--- src/rtl/uart_tx_arbiter.sv ---
// Round-robin arbiter that lets N_REQ byte sources share one UART transmitter.
// A transfer launches the UART, then waits for the busy_tx handshake (with a start timeout).
module uart_tx_arbiter #(
    parameter int N_REQ         = 4,
    parameter int START_TIMEOUT = 16,
    localparam int IDW          = (N_REQ > 1) ? $clog2(N_REQ) : 1
) (
    input  logic                 sys_clk,
    input  logic                 rst,
    input  logic [N_REQ-1:0]     req_valid,
    input  logic [8*N_REQ-1:0]   req_data,
    input  logic [N_REQ-1:0]     req_parity,
    output logic [N_REQ-1:0]     req_ready,
    output logic                 tx_enable,
    output logic [7:0]           tx_data,
    output logic                 even_odd,
    input  logic                 busy_tx,
    output logic [IDW-1:0]       grant_id,
    output logic                 active,
    output logic                 tx_done,
    output logic                 timeout_err
);

    localparam int CW = (START_TIMEOUT > 1) ? $clog2(START_TIMEOUT) : 1;
    localparam logic [CW-1:0] CNT_LAST = CW'(START_TIMEOUT - 1);

    typedef enum logic [1:0] {
        IDLE       = 2'd0,
        LAUNCH     = 2'd1,
        WAIT_START = 2'd2,
        WAIT_DONE  = 2'd3
    } state_t;

    state_t          state;
    logic [IDW-1:0]  last_grant;
    logic [CW-1:0]   counter;

    logic            win_found;
    logic [IDW-1:0]  win_idx;
    logic [IDW-1:0]  scan_idx;
    int              scan_int;
    logic [7:0]      sel_data;
    logic            sel_parity;
    logic            grant_ok;
    logic [N_REQ-1:0] win_onehot;

    // Scan starting just after the last winner so every requester gets a turn.
    always_comb begin
        win_found = 1'b0;
        win_idx   = '0;
        scan_int  = 0;
        scan_idx  = '0;
        for (int k = 1; k <= N_REQ; k++) begin
            scan_int = (int'(last_grant) + k) % N_REQ;
            scan_idx = IDW'(scan_int);
            if (!win_found && req_valid[scan_idx]) begin
                win_found = 1'b1;
                win_idx   = scan_idx;
            end
        end
    end

    always_comb begin
        sel_data   = 8'h00;
        sel_parity = 1'b0;
        win_onehot = '0;
        for (int i = 0; i < N_REQ; i++) begin
            if (win_idx == IDW'(i)) begin
                sel_data      = req_data[8*i +: 8];
                sel_parity    = req_parity[i];
                win_onehot[i] = 1'b1;
            end
        end
    end

    assign grant_ok  = (state == IDLE) && !busy_tx && win_found && !rst;
    assign req_ready = grant_ok ? win_onehot : '0;
    assign active    = (state != IDLE);

    always_ff @(posedge sys_clk or posedge rst) begin
        if (rst) begin
            state       <= IDLE;
            tx_enable   <= 1'b0;
            tx_data     <= 8'h00;
            even_odd    <= 1'b0;
            grant_id    <= '0;
            last_grant  <= IDW'(N_REQ - 1);
            counter     <= '0;
            tx_done     <= 1'b0;
            timeout_err <= 1'b0;
        end else begin
            tx_enable   <= 1'b0;
            tx_done     <= 1'b0;
            timeout_err <= 1'b0;
            case (state)
                IDLE: begin
                    if (grant_ok) begin
                        tx_data    <= sel_data;
                        even_odd   <= sel_parity;
                        grant_id   <= win_idx;
                        last_grant <= win_idx;
                        tx_enable  <= 1'b1;
                        state      <= LAUNCH;
                    end
                end
                LAUNCH: begin
                    counter <= '0;
                    state   <= WAIT_START;
                end
                WAIT_START: begin
                    if (busy_tx) begin
                        state <= WAIT_DONE;
                    end else if (counter == CNT_LAST) begin
                        timeout_err <= 1'b1;
                        state       <= IDLE;
                    end else begin
                        counter <= counter + CW'(1);
                    end
                end
                WAIT_DONE: begin
                    if (!busy_tx) begin
                        tx_done <= 1'b1;
                        state   <= IDLE;
                    end
                end
                default: state <= IDLE;
            endcase
        end
    end

endmodule

--- config.mk ---
export PLATFORM = sky130hd
export DESIGN_NAME = uart_tx_arbiter
export DESIGN_NICKNAME = d
export VERILOG_FILES = /design/src/rtl/uart_tx_arbiter.sv
export SDC_FILE = /design/constraint.sdc
export NUM_CORES = 1
export LEC_CHECK = 0
export BUFFER_PORTS_ARGS = -buffer_cell sky130_fd_sc_hd__buf_4
export CAP_MARGIN = 20
export CORE_ASPECT_RATIO = 1.4
export CORE_MARGIN = 2
export CORE_UTILIZATION = 35
export DETAILED_ROUTE_END_ITERATION = 8
export GPL_TIMING_DRIVEN = 0
export PLACE_DENSITY_LB_ADDON = 0.3
export SETUP_SLACK_MARGIN = 0.4
export SYNTH_ARGS = -nofsm -noshare
export SYNTH_HDL_FRONTEND = slang
export SYNTH_SLANG_ARGS = --single-unit
--- constraint.sdc ---
create_clock -name sys_clk -period 5.5 [get_ports sys_clk]
set_input_delay 0.275 -clock sys_clk [delete_from_list [all_inputs] [get_ports sys_clk]]
set_output_delay 0.275 -clock sys_clk [all_outputs]
set_load 0.01 [all_outputs]
==> results.txt <==
Status - finished, final reports clean
Post-CTS setup buffers - 0
Hold_buf cts - 0
Part of the power in registers - 33.9%
Synth Flop Type - dfrtp_1
Max_cap viols - 0
Multi-input combinational cell area - 695.7 um2
Int Pwr - 0.0005260 W
TritonRoute pass-1 iters - 4
Crit path kind - flip-flop to primary output
R2r worst-path depth - 8
Gpl congestion - 0.8003
Worst path max stage delay - 0.52 ns
Syn. warnings - 0
# DRC - 0
Worst path arrival time - 2.25 ns
GRT met1 Usage - 20.02%
Vias in the first global route - 1225
CTS Buffer Depth - 2
Initial Util - 36.57%
Leak - 0.9294 nW
I/O pins - 62
Pre-CTS setup slack - 3.273 ns
Area Growth Syn to Fin - 43.66%
WL final - 3.271 mm
DP HPWL - 2.530 mm
Comb pwr share - 47.3%
Via Count - 1260
Global-route wire length before repair - 5.382 mm
Crit. End Element - primary output
Flop2flop setup slack - 3.39 ns
Sw power - 0.0002687 W
Met3 usage - 3.373%
Register area share after synthesis - 41.50%
Mapped Avg Cell Area - 10.02 um2
Top cell by count, worst path - buf_4
Rows - 26
Clock network power share - 18.8%
Worst-Skew Late Latency - 0.26 ns
VDD IR-drop max - 0.0002808 V
Antenna diodes - 0
Critical path startpoint - last_grant[1]$_DFFE_PP1P_
Post-synthesis cell type count - 35
Max Slew Vio Count - 0
Initial antenna violation count - 0
Buffers on Ports - 61
Worst r2r src - last_grant[1]$_DFFE_PP1P_
Worst path slowest cell - dfstp_2
CP Cell Sequence - buf_4 > nand3b_1 > a31oi_1 > clkbuf_1 > nand2_1 > nor2b_1 > buf_4
Worst Path Required - 5.22 ns
R2r endpoint - tx_data[4]$_DFFE_PP0P_
Net Sw Frac - 33.81%
Chip Width - 56.15 um
Area of the mapped netlist - 1333 um2
Die Area - 4324 um2
Power density over cell area - 415.2 nW/um2
# nets final - 243
DP Cell Count - 236
Hold slack - 0.1881 ns
DR vias/cell - 5.250
Post-route setup slack - 2.978 ns
Critical path endpoint - req_ready[2]
Largest net degree at the start of global routing - 23
HP Class - input pin to asynchronous set/reset pin
Fmax - 0.3965 GHz
Critical Path Source Type - flip-flop
Post-route insts no fill - 240
Met2 Use GR - 24.12%
Layout cells sized above 1 - 44.95%
Busiest grt layer - met2
Syn Nets - 177
Maximum level of the CTS H-tree - 1
Clk slew on worst S/H paths - 0.08 ns
Root Buffer - clkbuf_8
CTS tree - done
Die Span Y - 77.01 um
Fillers - 330
Hold Fails Final Rpt - 0
Gate Count Post-Synth - 133
CTS resizes - 0
Gr usage total - 15.15%
Initial drt markers - 38
DRT antenna net count - 0
Unrepaired setup endpoints after global routing - no
Core footprint - 3643 um2
CTS Sinks - 22
Synth Register Bits - 22
Setup TNS - 0 ns
Post-synth EDFFs - 0
CTS Buf Count - 3
Register area - 553.0 um2
Setup Skew - 0.003857 ns
Total power draw - 0.0007948 W
Slew margin rel. - 44.49%
Critical path peak fanout - 10
Fin crit period - 2.522 ns
Post-synth ARST share - 100.0%
Grt total ovfl - 0
Period utilisation layout - 45.86%
Setup-failing EPs final - 0
Wire length per cell - 13.63 um
Slew @ Worst Pin - 0.8318 ns
[cell usage after synthesis, drive strengths merged, types with 3 or more instances]
library cell	number	area (um2)
mux2i	10	100.1
o21ai	3	15.01
nand2	11	41.29
buf	7	61.30
a221o	9	90.09
dfrtp	20	500.5
nor2b	4	27.53
a21oi	4	20.02
nor2	8	32.54
mux2	9	116.4
nand3	23	115.1
inv	4	15.01
[critical path, delay by kind of cell, from the launching register on]
family          cells  cell delay [ns]
simple gates        3             0.45
compound gates      1             0.34
buf+inv             3             0.67
flops               1             0.52
[logic make-up after synthesis]
logic type | count (synthesis) | synth area share [%]
compound gates | 22 | 13.80
xor+xnor | 1 | 0.6574
fa+ha+maj | 1 | 0.9388
buf+inv | 13 | 6.290
flops | 22 | 41.50
mux | 19 | 16.24
simple gates | 55 | 20.56
[state kept, by name, summed over array words and instances (netlist names)]
register     count
grant_id         2
last_grant       2
state            2
tx_done          1
counter          4
timeout_err      1
even_odd         1
tx_enable        1
tx_data          8
[stage by stage]
stage | instance area, um2 | utilization (%)
after floorplan | 1333 | -
after global placement | 1843 | 50.58
after detailed placement | 1843 | 50.58
after CTS | 1914 | 52.54
after global routing | 1914 | 52.54
final | 1914 | 52.54
[cell type report]
type	instances	area share, %
multi-input combinational	98	36.34
sequential	22	28.89
timing repair buffer	61	23.92
buffer	9	3.595
tap	42	2.745
clock buffer	3	2.157
clock inverter	1	1.569
inverter	4	0.7843
[per-layer routing]
| layer | wire length (um) | vias to the layer above |
|---|---|---|
| li1 | - | 614 |
| met1 | 1433 | 585 |
| met2 | 1559 | 53 |
| met3 | 217 | 8 |
| met4 | 60 | 0 |
| met5 | 0 | - |
[power groups by stage]
| stage | clock [W] | sequential [W] | combinational, W |
|---|---|---|---|
| floorplan | 0 | 0.000281 | 0.000224 |
| global placement | 0 | 0.000268 | 0.000370 |
| detailed placement | 0 | 0.000269 | 0.000380 |
| CTS | 0.000152 | 0.000269 | 0.000379 |
| global route | 0.000160 | 0.000276 | 0.000403 |
| finish | 0.000150 | 0.000269 | 0.000376 |
[cell usage in the layout (no fill, tap or decap), drive strengths merged]
master  netlist  final
buf           7     68
nand3        23     23
dfrtp        20     20
nand2        11     11
mux2i        10     10
a221o         9      9
mux2          9      9
nor2          8      8
clkbuf        2      5
a21oi         4      4
nor2b         4      4
inv           4      4
o21ai         3      3
nand3b        2      2
nand2b        2      2
and2          2      2
dfstp         2      2
nor4          1      1
o41ai         1      1
a21o          1      1
a31oi         1      1
o221a         1      1
o32ai         1      1
or2           1      1
nor3          1      1
xor2          1      1
a21boi        1      1
ha            1      1
bufinv        0      1
[worst min path at each step]
| stage | endpoint | cells past startpoint |
|---|---|---|
| 6_report | tx_data[6]$_DFFE_PP0P_ | 2 |
| 5_1_grt | timeout_err$_DFF_PP0_ | 2 |
| 4_1_cts | tx_done$_DFF_PP0_ | 2 |
| 3_5_place_dp | grant_id[1]$_DFFE_PP0P_ | 2 |
| 3_3_place_gp | grant_id[1]$_DFFE_PP0P_ | 2 |
| 2_1_floorplan | counter[0]$_DFFE_PP0P_ | 1 |
Power figures use the tool's default switching activity.
